## src/rtl/datapath_sequencer.sv

```systemverilog
// Sequencer for the single-cycle RISC-V datapath: owns the PC, holds the datapath
// in reset during init, and runs it free, paused/single-stepped or until a stop condition.
module datapath_sequencer #(
    parameter logic [63:0] RESET_PC    = 64'h000000000000000A,
    parameter int          INIT_CYCLES = 2,
    parameter int          MAX_INSTR   = 1000
) (
    input  logic        clk,
    input  logic        reset,
    input  logic        start,
    input  logic        step_mode,
    input  logic        halt_req,
    input  logic        resume,
    input  logic        step,
    input  logic [63:0] dp_new_pc,
    input  logic [31:0] dp_instruction,
    input  logic [63:0] dp_result,
    output logic [63:0] pc,
    output logic        dp_reset,
    output logic        busy,
    output logic        done,
    output logic [2:0]  stop_reason,
    output logic [31:0] retired_count,
    output logic [63:0] last_result
);

    typedef enum logic [2:0] {
        ST_IDLE,
        ST_INIT,
        ST_RUN,
        ST_PAUSE,
        ST_DONE
    } state_t;

    localparam logic [2:0]  RS_NONE      = 3'd0;
    localparam logic [2:0]  RS_ECALL     = 3'd1;
    localparam logic [2:0]  RS_ZERO      = 3'd2;
    localparam logic [2:0]  RS_LIMIT     = 3'd3;
    localparam logic [2:0]  RS_SELF_LOOP = 3'd4;
    localparam logic [31:0] ECALL_WORD   = 32'h00000073;
    localparam logic [31:0] MAX_COUNT    = 32'(MAX_INSTR);
    localparam logic [3:0]  INIT_LAST    = 4'(INIT_CYCLES - 1);

    state_t      state_reg;
    logic        step_mode_reg;
    logic [3:0]  init_cnt_reg;
    logic [63:0] pc_reg;
    logic        dp_reset_reg;
    logic        busy_reg;
    logic        done_reg;
    logic [2:0]  stop_reason_reg;
    logic [31:0] retired_count_reg;
    logic [63:0] last_result_reg;

    // Decode of the current execute cycle; only acted upon when exec_en is high.
    logic       exec_en;
    logic       commit;
    logic       stop_now;
    logic [2:0] stop_code;

    always_comb begin
        exec_en = ((state_reg == ST_RUN) && !halt_req) ||
                  ((state_reg == ST_PAUSE) && step);
    end

    always_comb begin
        commit    = 1'b0;
        stop_now  = 1'b0;
        stop_code = RS_NONE;
        if (retired_count_reg == MAX_COUNT) begin
            stop_now  = 1'b1;
            stop_code = RS_LIMIT;
        end else if (dp_instruction == ECALL_WORD) begin
            stop_now  = 1'b1;
            stop_code = RS_ECALL;
        end else if (dp_instruction == 32'h00000000) begin
            stop_now  = 1'b1;
            stop_code = RS_ZERO;
        end else begin
            commit = 1'b1;
            // A branch to itself would spin forever, so retire it and then stop.
            if (dp_new_pc == pc_reg) begin
                stop_now  = 1'b1;
                stop_code = RS_SELF_LOOP;
            end
        end
    end

    always_ff @(posedge clk) begin
        if (reset) begin
            state_reg         <= ST_IDLE;
            step_mode_reg     <= 1'b0;
            init_cnt_reg      <= 4'd0;
            pc_reg            <= RESET_PC;
            dp_reset_reg      <= 1'b1;
            busy_reg          <= 1'b0;
            done_reg          <= 1'b0;
            stop_reason_reg   <= RS_NONE;
            retired_count_reg <= 32'd0;
            last_result_reg   <= 64'd0;
        end else begin
            case (state_reg)
                ST_IDLE, ST_DONE: begin
                    if (start) begin
                        state_reg         <= ST_INIT;
                        step_mode_reg     <= step_mode;
                        init_cnt_reg      <= 4'd0;
                        pc_reg            <= RESET_PC;
                        retired_count_reg <= 32'd0;
                        stop_reason_reg   <= RS_NONE;
                        dp_reset_reg      <= 1'b1;
                        busy_reg          <= 1'b1;
                        done_reg          <= 1'b0;
                    end
                end
                ST_INIT: begin
                    if (init_cnt_reg == INIT_LAST) begin
                        state_reg    <= step_mode_reg ? ST_PAUSE : ST_RUN;
                        dp_reset_reg <= 1'b0;
                    end else begin
                        init_cnt_reg <= init_cnt_reg + 4'd1;
                    end
                end
                ST_RUN, ST_PAUSE: begin
                    if (exec_en) begin
                        if (commit) begin
                            pc_reg            <= dp_new_pc;
                            retired_count_reg <= retired_count_reg + 32'd1;
                            last_result_reg   <= dp_result;
                        end
                        if (stop_now) begin
                            state_reg       <= ST_DONE;
                            stop_reason_reg <= stop_code;
                            busy_reg        <= 1'b0;
                            done_reg        <= 1'b1;
                        end
                    end else if (state_reg == ST_RUN) begin
                        // Not executing in RUN can only mean halt_req is high.
                        state_reg <= ST_PAUSE;
                    end else if (resume) begin
                        state_reg <= ST_RUN;
                    end
                end
                default: begin
                    state_reg <= ST_IDLE;
                end
            endcase
        end
    end

    assign pc            = pc_reg;
    assign dp_reset      = dp_reset_reg;
    assign busy          = busy_reg;
    assign done          = done_reg;
    assign stop_reason   = stop_reason_reg;
    assign retired_count = retired_count_reg;
    assign last_result   = last_result_reg;

endmodule
```

## config.mk

```make
export PLATFORM = sky130hd
export DESIGN_NAME = datapath_sequencer
export DESIGN_NICKNAME = d
export VERILOG_FILES = /design/src/rtl/datapath_sequencer.sv
export SDC_FILE = /design/constraint.sdc
export NUM_CORES = 1
export LEC_CHECK = 0
export CAP_MARGIN = 20
export CORE_AREA = 2 2 141 143
export DETAILED_ROUTE_END_ITERATION = 8
export DIE_AREA = 0 0 143 145
export MAX_ROUTING_LAYER = met4
export PLACE_DENSITY_LB_ADDON = 0.2
export SLEW_MARGIN = 10
export SYNTH_ARGS = -nofsm -noshare
export SYNTH_HDL_FRONTEND = slang
export SYNTH_SLANG_ARGS = --single-unit
```

## constraint.sdc

```tcl
create_clock -name clk -period 2.5 [get_ports clk]
set_input_delay 0.25 -clock clk [delete_from_list [all_inputs] [get_ports clk]]
set_output_delay 0.25 -clock clk [all_outputs]
set_load 0.01 [all_outputs]
```

==> results.toml <==
[power_and_ir_drop]
p_sw_share_pct = 34.3
report.power.total_mw = 9.85
power_density_nw_per_um2 = 816
p_comb_share_pct = 38.5
ir_drop_mv = 0.471
intPower_mw = 6.47
leakagePower_nw = 4.12
power_frac_seq_pct = 35.7
power.share.clock_pct = 25.9
switchingPower_mw = 3.38

[global_routing]
grt_pass1_wl_um = 39800
grt_pass1_vias = 7309
track_usage_pct = 25.3
grt_start_max_net_pins = 52
antenna_found_initial = 1
grt-ovfl-total = 0

[sta]
grt_setup_unrepaired = "no"
worstMarginPinSlew_ps = 662
whs_ps = 157
finalCritPeriodShare_pct = 94.7
drv_slew = 0
final_hold_viol_count = 0
finalClockSkew_ps = 12.0
setup_viol = 0
timing.fmax_mhz = 422
relSlewSlack_pct = 55.6
min_period_ps = 2370

[yosys]
yosysUniqueCellTypes = 54
synth.top_cells.by_area = "dfxtp_1, mux2i_1, nand2_1, xnor2_1, a21oi_1"
synth_nets = 1057
ys_ff_latch = 174
synth_cells = 886
ys_async_sr_fraction_pct = 0
yosysTopAreaCellShare_pct = 45.8
ys.flop_type = "dfxtp_1"
synth-edff-count = 0
syn_area_um2 = 7600
yosys.cell_count.top_type = "dfxtp_1"
ys_seq_area_share_pct = 45.8
syn-mean-instance-area_um2 = 8.58
ys_top_cells_by_count = "dfxtp_1, nand2_1, a21oi_1, nor2_1, xnor2_1"
yosys.area.top_type = "dfxtp_1"
yosysWarningCount = 0

[detailed_routing]
dr.pass1.iters = 5
dr.first_iter.drc_count = 471
final_antenna_net_count = 0
remaining_drc_errors = 0
via_count = 7545
drt_wl_total_um = 25700
wl_per_cell_um = 17.0
drt-vias-per-instance = 5.01

[cts]
clock_sinks = 174
cts_tree = "built"
postCtsHoldBufs = 0
cts_root_buf = "clkbuf_16"
clk_path_buf_depth = 2
clk_latency_ps = 430
clk_pin_slew_ps = 70
cts_made_buffers = 17
cts_htree_levels = 4

[setup_path]
rr_endpoint = "retired_count[23]"
arrival_ps = 2720
critPathCaptureType = "flop"
cp-start-kind = "flop"
rr_worst_depth = 6
timing.reg2reg.setup_slack_ps = 130
cp.required_ps = 2860
cp_max_fo = 8
crit_path_start = "retired_count[2]"
r2r_start = "retired_count[2]"
critical_path_class = "reg2reg"

[die]
coreArea_um2 = 19200
die_h_um = 145
initial_utilization_pct = 39.6
ios = 333
fp.dieW_um = 143
die-area_um2 = 20700
rows = 51

[cells_and_area]
drive_gt1_share_pct = 6.94
layout.nets = 1398
area_delta_synth_final_pct = 58.8
stdcell_area_um2 = 12100
post-route-util_pct = 62.9

[placed_design]
portBuffers = 332
gp_congestion = 0.965
dp_hpwl_um = 19700
placed_area_um2 = 11500

[worst_hold_path]
hold_start = "reset"
holdPathStages = 3
hp-class = "in2reg"
min_delay_worst_endpoint = "busy"

[status]
status = "complete, no violations"

[flow_run]
max_cap_viol_count = 0
-- how the worst max path moves through the flow --
| stage | to | cells after the start |
|---|---|---|
| 4_1_cts | last_result[7] | 10 |
| 3_3_place_gp | retired_count[18] | 9 |
| 6_report | retired_count[23] | 6 |
| 5_1_grt | retired_count[23] | 6 |
| 2_1_floorplan | retired_count[13] | 10 |
| 3_5_place_dp | retired_count[22] | 9 |
-- metal layers --
layer	global-route usage (%)	vias to the layer above	share of wire (%)
met1	31.0	3512	42
met4	8.37	0	2.3
li1	-	3746	-
met5	-	-	0
met3	6.80	33	7.2
met2	40.1	254	48
-- layout by cell type, fill, tap and decap left out, types with 3 or more instances in the layout --
cell / Yosys / layout
and4_1: 4 / 4
clkdlybuf4s50_1: 0 / 331
or4_1: 6 / 6
buf_12: 0 / 12
a21oi_1: 94 / 94
and2_1: 3 / 3
xnor2_1: 67 / 67
nand3_1: 15 / 15
nand2b_1: 4 / 4
o21ai_0: 18 / 18
inv_6: 0 / 5
o31ai_1: 4 / 4
clkbuf_16: 0 / 17
clkinvlp_4: 0 / 7
nand2_1: 165 / 164
a31o_2: 3 / 3
buf_4: 1 / 27
inv_1: 9 / 9
or3_1: 18 / 18
dfxtp_1: 174 / 174
a211oi_1: 3 / 3
nor3_1: 11 / 11
nand4_1: 28 / 28
nor2_1: 86 / 85
mux2i_1: 65 / 65
and3_1: 5 / 5
nor4_1: 15 / 15
ha_1: 4 / 4
-- worst max-delay path: stages (launching register included) --
cell and delay (ps):
dfxtp_1 530, nand2_1 110, or4_4 550, nor2_1 360
nand2_1 170, or4_1 420, a21oi_1 160
-- power groups by stage --
stage / Clock (mW) / Sequential, mW / Combinational, mW
final: 2.55 / 3.51 / 3.79
after detailed placement: 0 / 3.57 / 3.80
after global placement: 0 / 3.55 / 3.77
after CTS: 2.60 / 3.51 / 3.82
after floorplan: 0 / 3.70 / 1.77
after global routing: 2.72 / 3.57 / 4.10
-- cell families after synthesis --
logic type | Yosys count | synth area share [%]
xor+xnor | 69 | 7.95
simple gates | 369 | 22.2
mux | 65 | 8.56
buf+inv | 58 | 3.42
flops | 174 | 45.8
fa+ha+maj | 4 | 0.658
compound gates | 147 | 11.4
-- layout make-up --
type	instances	area, um2
Sequential cell	174	3480
Multi-Input combinational cell	654	3900
Tap cell	265	332
Inverter	9	33.8
Fill cell	1674	7130
Clock buffer	18	429
Timing Repair Buffer	371	3760
Antenna cell	1	2.50
Clock inverter	14	131
-- per-stage QoR --
step,setup slack [ps],std cells,setup TNS (ps)
3_3_place_gp,-68.0,1473,-2410
3_5_place_dp,-105,1473,-6300
6_report,133,1506,0
5_1_grt,7.40,1506,0
4_1_cts,129,1505,0
2_1_floorplan,405,886,0
-- repair_timing --
action	CTS	global route
setup endpoints to repair	0	146
setup buffers	0	0
gates resized for setup	0	1
(Power assumes the default switching activity.)
